===== config.mk =====
export PLATFORM = sky130hd
export DESIGN_NAME = bcd_updown_counter
export DESIGN_NICKNAME = d
export VERILOG_FILES = /design/src/rtl/bcd_updown_counter.sv
export SDC_FILE = /design/constraint.sdc
export NUM_CORES = 1
export LEC_CHECK = 0
export BUFFER_PORTS_ARGS = -buffer_cell sky130_fd_sc_hd__buf_4
export CAP_MARGIN = 40
export CORE_UTILIZATION = 53
export CTS_BUF_LIST = sky130_fd_sc_hd__clkbuf_2 sky130_fd_sc_hd__clkbuf_4 sky130_fd_sc_hd__clkbuf_8
export CTS_CLUSTER_DIAMETER = 80
export DETAILED_ROUTE_END_ITERATION = 10
export GPL_ROUTABILITY_DRIVEN = 0
export PLACE_DENSITY = 0.89
export SYNTH_ARGS = -nofsm -noshare
export SYNTH_HDL_FRONTEND = slang
export SYNTH_SLANG_ARGS = --single-unit

===== constraint.sdc =====
create_clock -name clk -period 2.15 [get_ports clk]
set_input_delay 0.1075 -clock clk [delete_from_list [all_inputs] [get_ports clk]]
set_output_delay 0.1075 -clock clk [all_outputs]
set_load 0.005 [all_outputs]

===== src/rtl/bcd_updown_counter.sv =====
// Multi-digit BCD up/down counter with a free-running tick prescaler,
// a synchronous load, a wrap or hold choice at the terminal value, and
// active-low 7-segment decode with optional leading-zero blanking.
module bcd_updown_counter #(
   parameter int DIGITS   = 2,
   parameter int DIV_EXP  = 22,
   parameter int WRAP     = 1,
   parameter int BLANK_LZ = 0
) (
   input  logic                  clk,
   input  logic                  reset,
   input  logic                  enable,
   input  logic                  up,
   input  logic                  load,
   input  logic [4*DIGITS-1:0]   load_val,
   output logic [4*DIGITS-1:0]   count_bcd,
   output logic [7*DIGITS-1:0]   seg7_out,
   output logic                  tc,
   output logic                  done
);

   localparam logic [4*DIGITS-1:0] ALL_NINES = {DIGITS{4'h9}};

   logic                tick;
   logic [4*DIGITS-1:0] stepped;
   logic [4*DIGITS-1:0] clamped;
   logic [4*DIGITS-1:0] term;
   logic                at_term;
   logic                ripple;
   logic [3:0]          dig;
   logic                lz;
   logic [3:0]          sdig;

   // Tick source: the prescaler only gates the count, it never clocks anything.
   generate
      if (DIV_EXP == 0) begin : g_nodiv
         assign tick = 1'b1;
      end else begin : g_div
         logic [DIV_EXP-1:0] pre;
         // Free-running prescaler; tick is asserted while it sits at all-ones.
         always_ff @(posedge clk or negedge reset) begin
            if (!reset) pre <= '0;
            else        pre <= pre + 1'b1;
         end
         assign tick = &pre;
      end
   endgenerate

   // Next count after one step; the borrow/carry ripples through all digits
   // so 0..0 down becomes 9..9 and 9..9 up becomes 0..0 naturally.
   always_comb begin
      stepped = '0;
      ripple  = 1'b1;
      dig     = 4'd0;
      for (int i = 0; i < DIGITS; i++) begin
         dig = count_bcd[4*i +: 4];
         if (!ripple) begin
            stepped[4*i +: 4] = dig;
         end else if (up) begin
            if (dig >= 4'd9) begin
               stepped[4*i +: 4] = 4'd0;
            end else begin
               stepped[4*i +: 4] = dig + 4'd1;
               ripple = 1'b0;
            end
         end else begin
            if (dig == 4'd0) begin
               stepped[4*i +: 4] = 4'd9;
            end else begin
               stepped[4*i +: 4] = dig - 4'd1;
               ripple = 1'b0;
            end
         end
      end
   end

   // Load value with non-BCD digits saturated to 9, and the terminal value
   // for the current direction.
   always_comb begin
      clamped = '0;
      term    = '0;
      for (int i = 0; i < DIGITS; i++) begin
         clamped[4*i +: 4] = (load_val[4*i +: 4] > 4'd9) ? 4'd9 : load_val[4*i +: 4];
         term[4*i +: 4]    = up ? 4'd9 : 4'd0;
      end
   end

   assign at_term = (count_bcd == term);
   assign done    = (WRAP == 0) ? at_term : 1'b0;

   // Count register: load wins over a tick; in hold mode a terminal count
   // ignores ticks. tc is a one-cycle pulse with the update reaching terminal.
   always_ff @(posedge clk or negedge reset) begin
      if (!reset) begin
         count_bcd <= ALL_NINES;
         tc        <= 1'b0;
      end else begin
         tc <= 1'b0;
         if (load) begin
            count_bcd <= clamped;
         end else if (tick && enable && !((WRAP == 0) && at_term)) begin
            count_bcd <= stepped;
            tc        <= (stepped == term);
         end
      end
   end

   function automatic logic [6:0] seg7(input logic [3:0] d);
      case (d)
         4'd0:    seg7 = 7'b1000000;
         4'd1:    seg7 = 7'b1111001;
         4'd2:    seg7 = 7'b0100100;
         4'd3:    seg7 = 7'b0110000;
         4'd4:    seg7 = 7'b0011001;
         4'd5:    seg7 = 7'b0010010;
         4'd6:    seg7 = 7'b0000010;
         4'd7:    seg7 = 7'b1111000;
         4'd8:    seg7 = 7'b0000000;
         4'd9:    seg7 = 7'b0010000;
         default: seg7 = 7'b1111111;
      endcase
   endfunction

   // Segment decode from the MS digit down; lz stays set while every digit
   // seen so far is zero, which marks the leading zeros to blank.
   always_comb begin
      seg7_out = '1;
      lz       = 1'b1;
      sdig     = 4'd0;
      for (int k = DIGITS - 1; k >= 0; k--) begin
         sdig = count_bcd[4*k +: 4];
         if ((BLANK_LZ != 0) && (k != 0) && lz && (sdig == 4'd0))
            seg7_out[7*k +: 7] = 7'b1111111;
         else
            seg7_out[7*k +: 7] = seg7(sdig);
         if (sdig != 4'd0) lz = 1'b0;
      end
   end

endmodule


# --- Word level (Yosys, flattened, before mapping) ---
# Memories as Yosys holds them, arrays and structs flattened.
# Index checks and enable logic that the tools add are counted.
totals:
  ff_bits: 31
  latchBits: 0
  ram_bits: 0
  romBits: 224
  input_bits: 13
  out_inout_bits: 24
  wordCells: 37
  mem_count: 2
memory_table:
  columns: ["memory", "depth", "word_bits", "read_ports", "rd_clocked_by_memory_dff", "write_ports", "line", "text"]
  rows:
  - ["(no name shown)", 16, 7, 1, 0, 0, "109", "case (d)"]
  - ["(no name shown)", 16, 7, 1, 0, 0, "109", null]
op_classes:
  add_sub_neg: 5
  mul: 0
  div_mod_pow: 0
  order_cmp: 4
  n_eq_ne: 1
  shifts: 0
  n_mux: 17
  bitwise_logic: 0
  reduce_logical: 5
ops:
  columns: ["cell", "n"]
  rows:
  - ["$mux W4", 10]
  - ["$add A22 B1 Y22 const B", 1]
  - ["$reduce_and A22 Y1", 1]
  - ["$mux W8", 2]
  - ["$add A4 B1 Y4 const B", 2]
  - ["$eq A8 B8 Y1", 1]
  - ["$ge A4 B4 Y1 const B", 2]
  - ["$gt A4 B4 Y1 const B", 2]
  - ["$logic_not A4 Y1", 2]
  - ["$sub A4 B1 Y4 const B", 2]
  - ["$mux W1", 5]
  - ["$reduce_bool A2 Y1", 1]
  - ["$logic_and A1 B1 Y1", 1]

# --- Depth between registers and ports, before layout ---
logic_depth:
  ltp_word: 7
  ltp_mapped: 8
  ltp_nobuf: 7

# --- Worst setup path after synthesis ---
# OpenSTA, ideal clock, no wires.
synth_path:
  kind: "flip-flop to flip-flop"
  start: "register count_bcd[5]"
  end: "register tc"
  setup_ps: 96
  arrival_ps: 2208
  t_required_ps: 2054
  setup_slack_ps: -154
  stages_incl_launch_ff: 9
  path_cell_list: "dfrtp_1 clkbuf_1 inv_1 ha_1 or3b_4 or4_4 o211ai_2 o2111ai_1 nor4_2"
synth_via:
  elab_chain_len: 7
  elab_cells_between_ends: 11
  classes_between: "add/sub: 2; order compare: 1; eq/ne: 1; mux: 6; reduce/logical: 1"
synth_lines:
  columns: ["item", "line", "text"]
  rows:
  - ["start: declaration", "16", "output logic [4*DIGITS-1:0] count_bcd,"]
  - ["start signal: assignment", "100", "count_bcd <= clamped;"]
  - ["start signal: assignment", "102", "count_bcd <= stepped;"]
  - ["$sub A4 B1 Y4, or another cell as far along", "70", "stepped[4*i +: 4] = dig - 4'd1;"]
  - ["$mux W4, on equally long branches", "67, 60", null]
  - ["$mux W4", "59", "end else if (up) begin"]
  - ["$mux W4 *", "57", "if (!ripple) begin"]
  - ["$eq A8 B8 Y1 *", "103", "tc <= (stepped == term);"]
  - ["$mux W1 *", "101", "end else if (tick && enable && !((WRAP == 0) && at_term)) begin"]
  - ["$mux W1 *", "99", "if (load) begin"]
  - ["end signal: assignment", "103", null]
  - ["end: declaration", "18", "output logic tc,"]
# Mark *: on every way between the ends. The rest lies on a longest branch, timed or not.
# A chain may end at the register's enable or synchronous reset.

# --- Worst setup path after layout ---
layout_path:
  start: "register count_bcd[0]"
  end: "register count_bcd[7]"
layout_via:
  elab_chain_len: 6
  elab_cells_between_ends: 8
  classes_between: "order compare: 1; mux: 6; reduce/logical: 1"
layout_lines:
  columns: ["item", "line"]
  rows:
  - ["$ge A4 B4 Y1 or $logic_not A4 Y1 (tied branches)", "60, 67"]
  - ["$mux W1, on equally long branches", "60, 67"]
  - ["$mux W1 *", "59"]
  - ["$mux W4 *", "57"]
  - ["$mux W8 *", "101"]
  - ["$mux W8 *", "99"]
# Mark *: on every way between the ends. The rest lies on a longest branch, timed or not. The select of a mux whose other input is x is not followed.

==> flow_metrics.py <==
metrics = {
    "run_status": {
        "status": "finished with violations",
        "violations": "negative setup slack",
    },
    "clock_network": {
        "cts.sinks": 31,
        "cts_tree": "done",
        "clkTransAtPathRegs_ns": 0.06,
        "root_buffer": "clkbuf_8",
        "insertion_delay_ns": 0.29,
        "h-tree-depth": 2,
        "clockBufferDepth": 2,
        "cts_buffers": 5,
    },
    "worst_setup_path": {
        "start_kind": "register",
        "required_ns": 2.38,
        "worstSetupPathType": "register to register",
        "arrival_ns": 2.39,
        "cp-end-kind": "register",
        "cp_max_fo": 6,
    },
    "grt": {
        "grt_max_degree": 32,
        "grt_pass1_vias": 1902,
        "grt_util_met3_pct": 5.82,
        "grt.busiest_layer": "met2",
        "grt_util_met2_pct": 41.7,
        "antenna_found_initial": 0,
        "met1_usage_pct": 30.0,
        "grt_pass1_wl_um": 8330,
        "overflow": 0,
        "grtUsageTotal_pct": 24.8,
    },
    "finish": {
        "num_antenna_cells": 0,
        "fin_area_mm2": 0.00279,
        "fin_nets": 320,
        "num-fill-cells": 311,
        "fin_util_pct": 69.7,
        "syn_to_final_growth_pct": 25.6,
        "drive_above_1_share_pct": 30.2,
    },
    "timing": {
        "period_needed_ns": 2.16,
        "rsz0062_at_grt": "yes",
        "hold_violations": 0,
        "period_share_pct": 100,
        "slew_viol_final": 0,
        "worst_slack_ns": -0.00796,
        "finalClockSkew_ns": 0.00488,
        "setup_viol": 1,
        "max_clock_freq_ghz": 0.463,
    },
    "yosys": {
        "yosysUniqueCellTypes": 51,
        "synth-edff-count": 0,
        "synthesis.nets": 273,
        "synth_area_leaders": "dfrtp_1 (30%), ha_1 (7.3%), xnor2_1 (5.1%), dfstp_2 (4.7%), nand2_1 (3.9%)",
        "syn_area_mm2": 0.00222,
        "async_flop_share_pct": 100,
        "synth_ff_type": "dfrtp_1",
        "synth_cells": 247,
        "synth_seq_cells": 31,
        "synth-warning-count": 0,
        "synth_top_area_share_pct": 30.5,
        "netlist_top_cells_count": "dfrtp_1 (27), nand2_1 (23), nor2_1 (21), a21oi_1 (15)",
        "synth_most_common_cell": "dfrtp_1",
        "synth_area_per_cell_um2": 8.98,
        "synth_top_cell_by_area": "dfrtp_1",
        "seq_area_frac_synth_pct": 35.2,
    },
    "route": {
        "ant_nets": 0,
        "drt-total-wl_um": 4990,
        "wl_per_cell_um": 14.5,
        "route.detailed.drc": 0,
        "dr.pass1.iters": 4,
        "vias": 1998,
        "vias_per_cell": 5.79,
        "drt_iter0_markers": 208,
    },
    "min_path": {
        "hp-class": "input port to register",
    },
    "floorplan": {
        "core_mm2": 0.00400,
        "dieHeight_um": 66.7,
        "io_pins": 37,
        "start_util_pct": 55.5,
        "dieWidth_um": 66.7,
        "row_count": 23,
        "die_area_mm2": 0.00445,
    },
    "placed_design": {
        "io_buffer_count": 35,
        "place_hpwl_um": 3600,
        "place_area_mm2": 0.00264,
    },
    "power_and_ir_drop": {
        "max-vdd-ir-drop_uv": 568,
        "power_density_mw_per_mm2": 582,
        "power_leakage_nw": 1.27,
    },
    "run": {
        "drv_cap": 0,
    },
}
## kinds of logic (layout without fill, tap and decap cells)
| kind of cell | Yosys count | count (layout) | share of synthesized area (%) |
|---|---|---|---|
| flops | 31 | 31 | 35.2 |
| buf+inv | 22 | 70 | 4.29 |
| fa+ha+maj | 13 | 13 | 7.33 |
| xor+xnor | 21 | 21 | 8.29 |
| compound gates | 52 | 52 | 14.9 |
| mux | 9 | 9 | 4.74 |
| simple gates | 98 | 98 | 25.1 |
| other cells | 1 | 1 | 0.169 |
## cells in the final DEF, fill, tap and decap left out, types with 4 or more instances in the layout
| cell type | Yosys | layout |
|---|---|---|
| nand4_1 | 5 | 5 |
| mux2i_1 | 6 | 6 |
| inv_1 | 9 | 5 |
| dfrtp_1 | 27 | 27 |
| dfstp_2 | 4 | 4 |
| o21ai_0 | 13 | 12 |
| a21oi_1 | 15 | 15 |
| ha_1 | 13 | 10 |
| xor2_1 | 8 | 8 |
| clkbuf_8 | 0 | 7 |
| buf_4 | 1 | 52 |
| nand2_1 | 23 | 23 |
| nand3_1 | 12 | 12 |
| nor2_1 | 21 | 21 |
| nand2b_1 | 5 | 5 |
| and4_1 | 5 | 5 |
| xnor2_1 | 13 | 13 |
| and3_1 | 4 | 4 |
## worst paths after layout
| path | start | end | slack (ns) | cells after the start |
|---|---|---|---|---|
| max in group asynchronous | reset | count_bcd[4] | 1.54 | 2 |
| worst min-delay path | load_val[7] | count_bcd[6] | 0.03 | 2 |
| worst max-delay path | count_bcd[0] | count_bcd[7] | -0.008 | 7 |
| worst min register to register | g_div.pre[5] | g_div.pre[5] | 0.46 | 1 |
| worst max register to register | count_bcd[0] | count_bcd[7] | -0.008 | 7 |
| min in group asynchronous | reset | g_div.pre[19] | 0.29 | 2 |
## power by group
group,switching [mW],total (mW),internal [mW]
Clock,0.210,0.514,0.304
Sequential,0.0322,0.635,0.603
Combinational,0.232,0.473,0.241
## metrics by stage
stage	setup TNS (ns)	total power [mW]	cells	hold WS, ns	setup slack [ns]
2_1_floorplan	0	0.891	247	-0.188	0.000884
3_3_place_gp	-0.0243	1.08	335	0.0513	-0.0243
3_5_place_dp	-0.233	1.10	335	0.0507	-0.151
4_1_cts	-0.00253	1.62	345	0.0230	-0.00253
5_1_grt	-0.111	1.72	345	0.0276	-0.0724
6_report	-0.00796	1.62	345	0.0317	-0.00796
## critical path: stages (launching register included)
cell,delay (ns)
dfstp_2,0.58
inv_4,0.06
ha_4,0.15
nor3b_4,0.16
or3b_1,0.35
mux4_2,0.47
mux2i_1,0.17
mux2_4,0.16
## state kept, by name, indices dropped and copies added (netlist names)
name and flops:
tc 1, g_div.pre 22, count_bcd 8
## repair_timing
| action | 4_1_cts | 5_1_grt |
|---|---|---|
| hold endpoints to repair | 27 | 0 |
| setup buffers | 1 | 0 |
| pin swaps | 2 | 0 |
| gates resized for setup | 5 | 3 |
| hold buffers | 1 | 0 |
| setup endpoints to repair | 4 | 3 |
## layer usage
layer,up-vias,routed length [um]
met2,73,2500
met5,-,0
met1,947,2160
met4,0,66
met3,7,262
li1,971,-
## layout make-up
cell class / instances / area (um^2) / share of cell area, %
Multi-Input combinational cell: 194 / 1400 / 50.3
Timing Repair Buffer: 53 / 400 / 14.4
Sequential cell: 31 / 781 / 28.0
Clock buffer: 8 / 104 / 3.73
Inverter: 9 / 36.3 / 1.30
Tap cell: 50 / 62.6 / 2.25
Note: power is estimated with default switching activity, not from simulation.
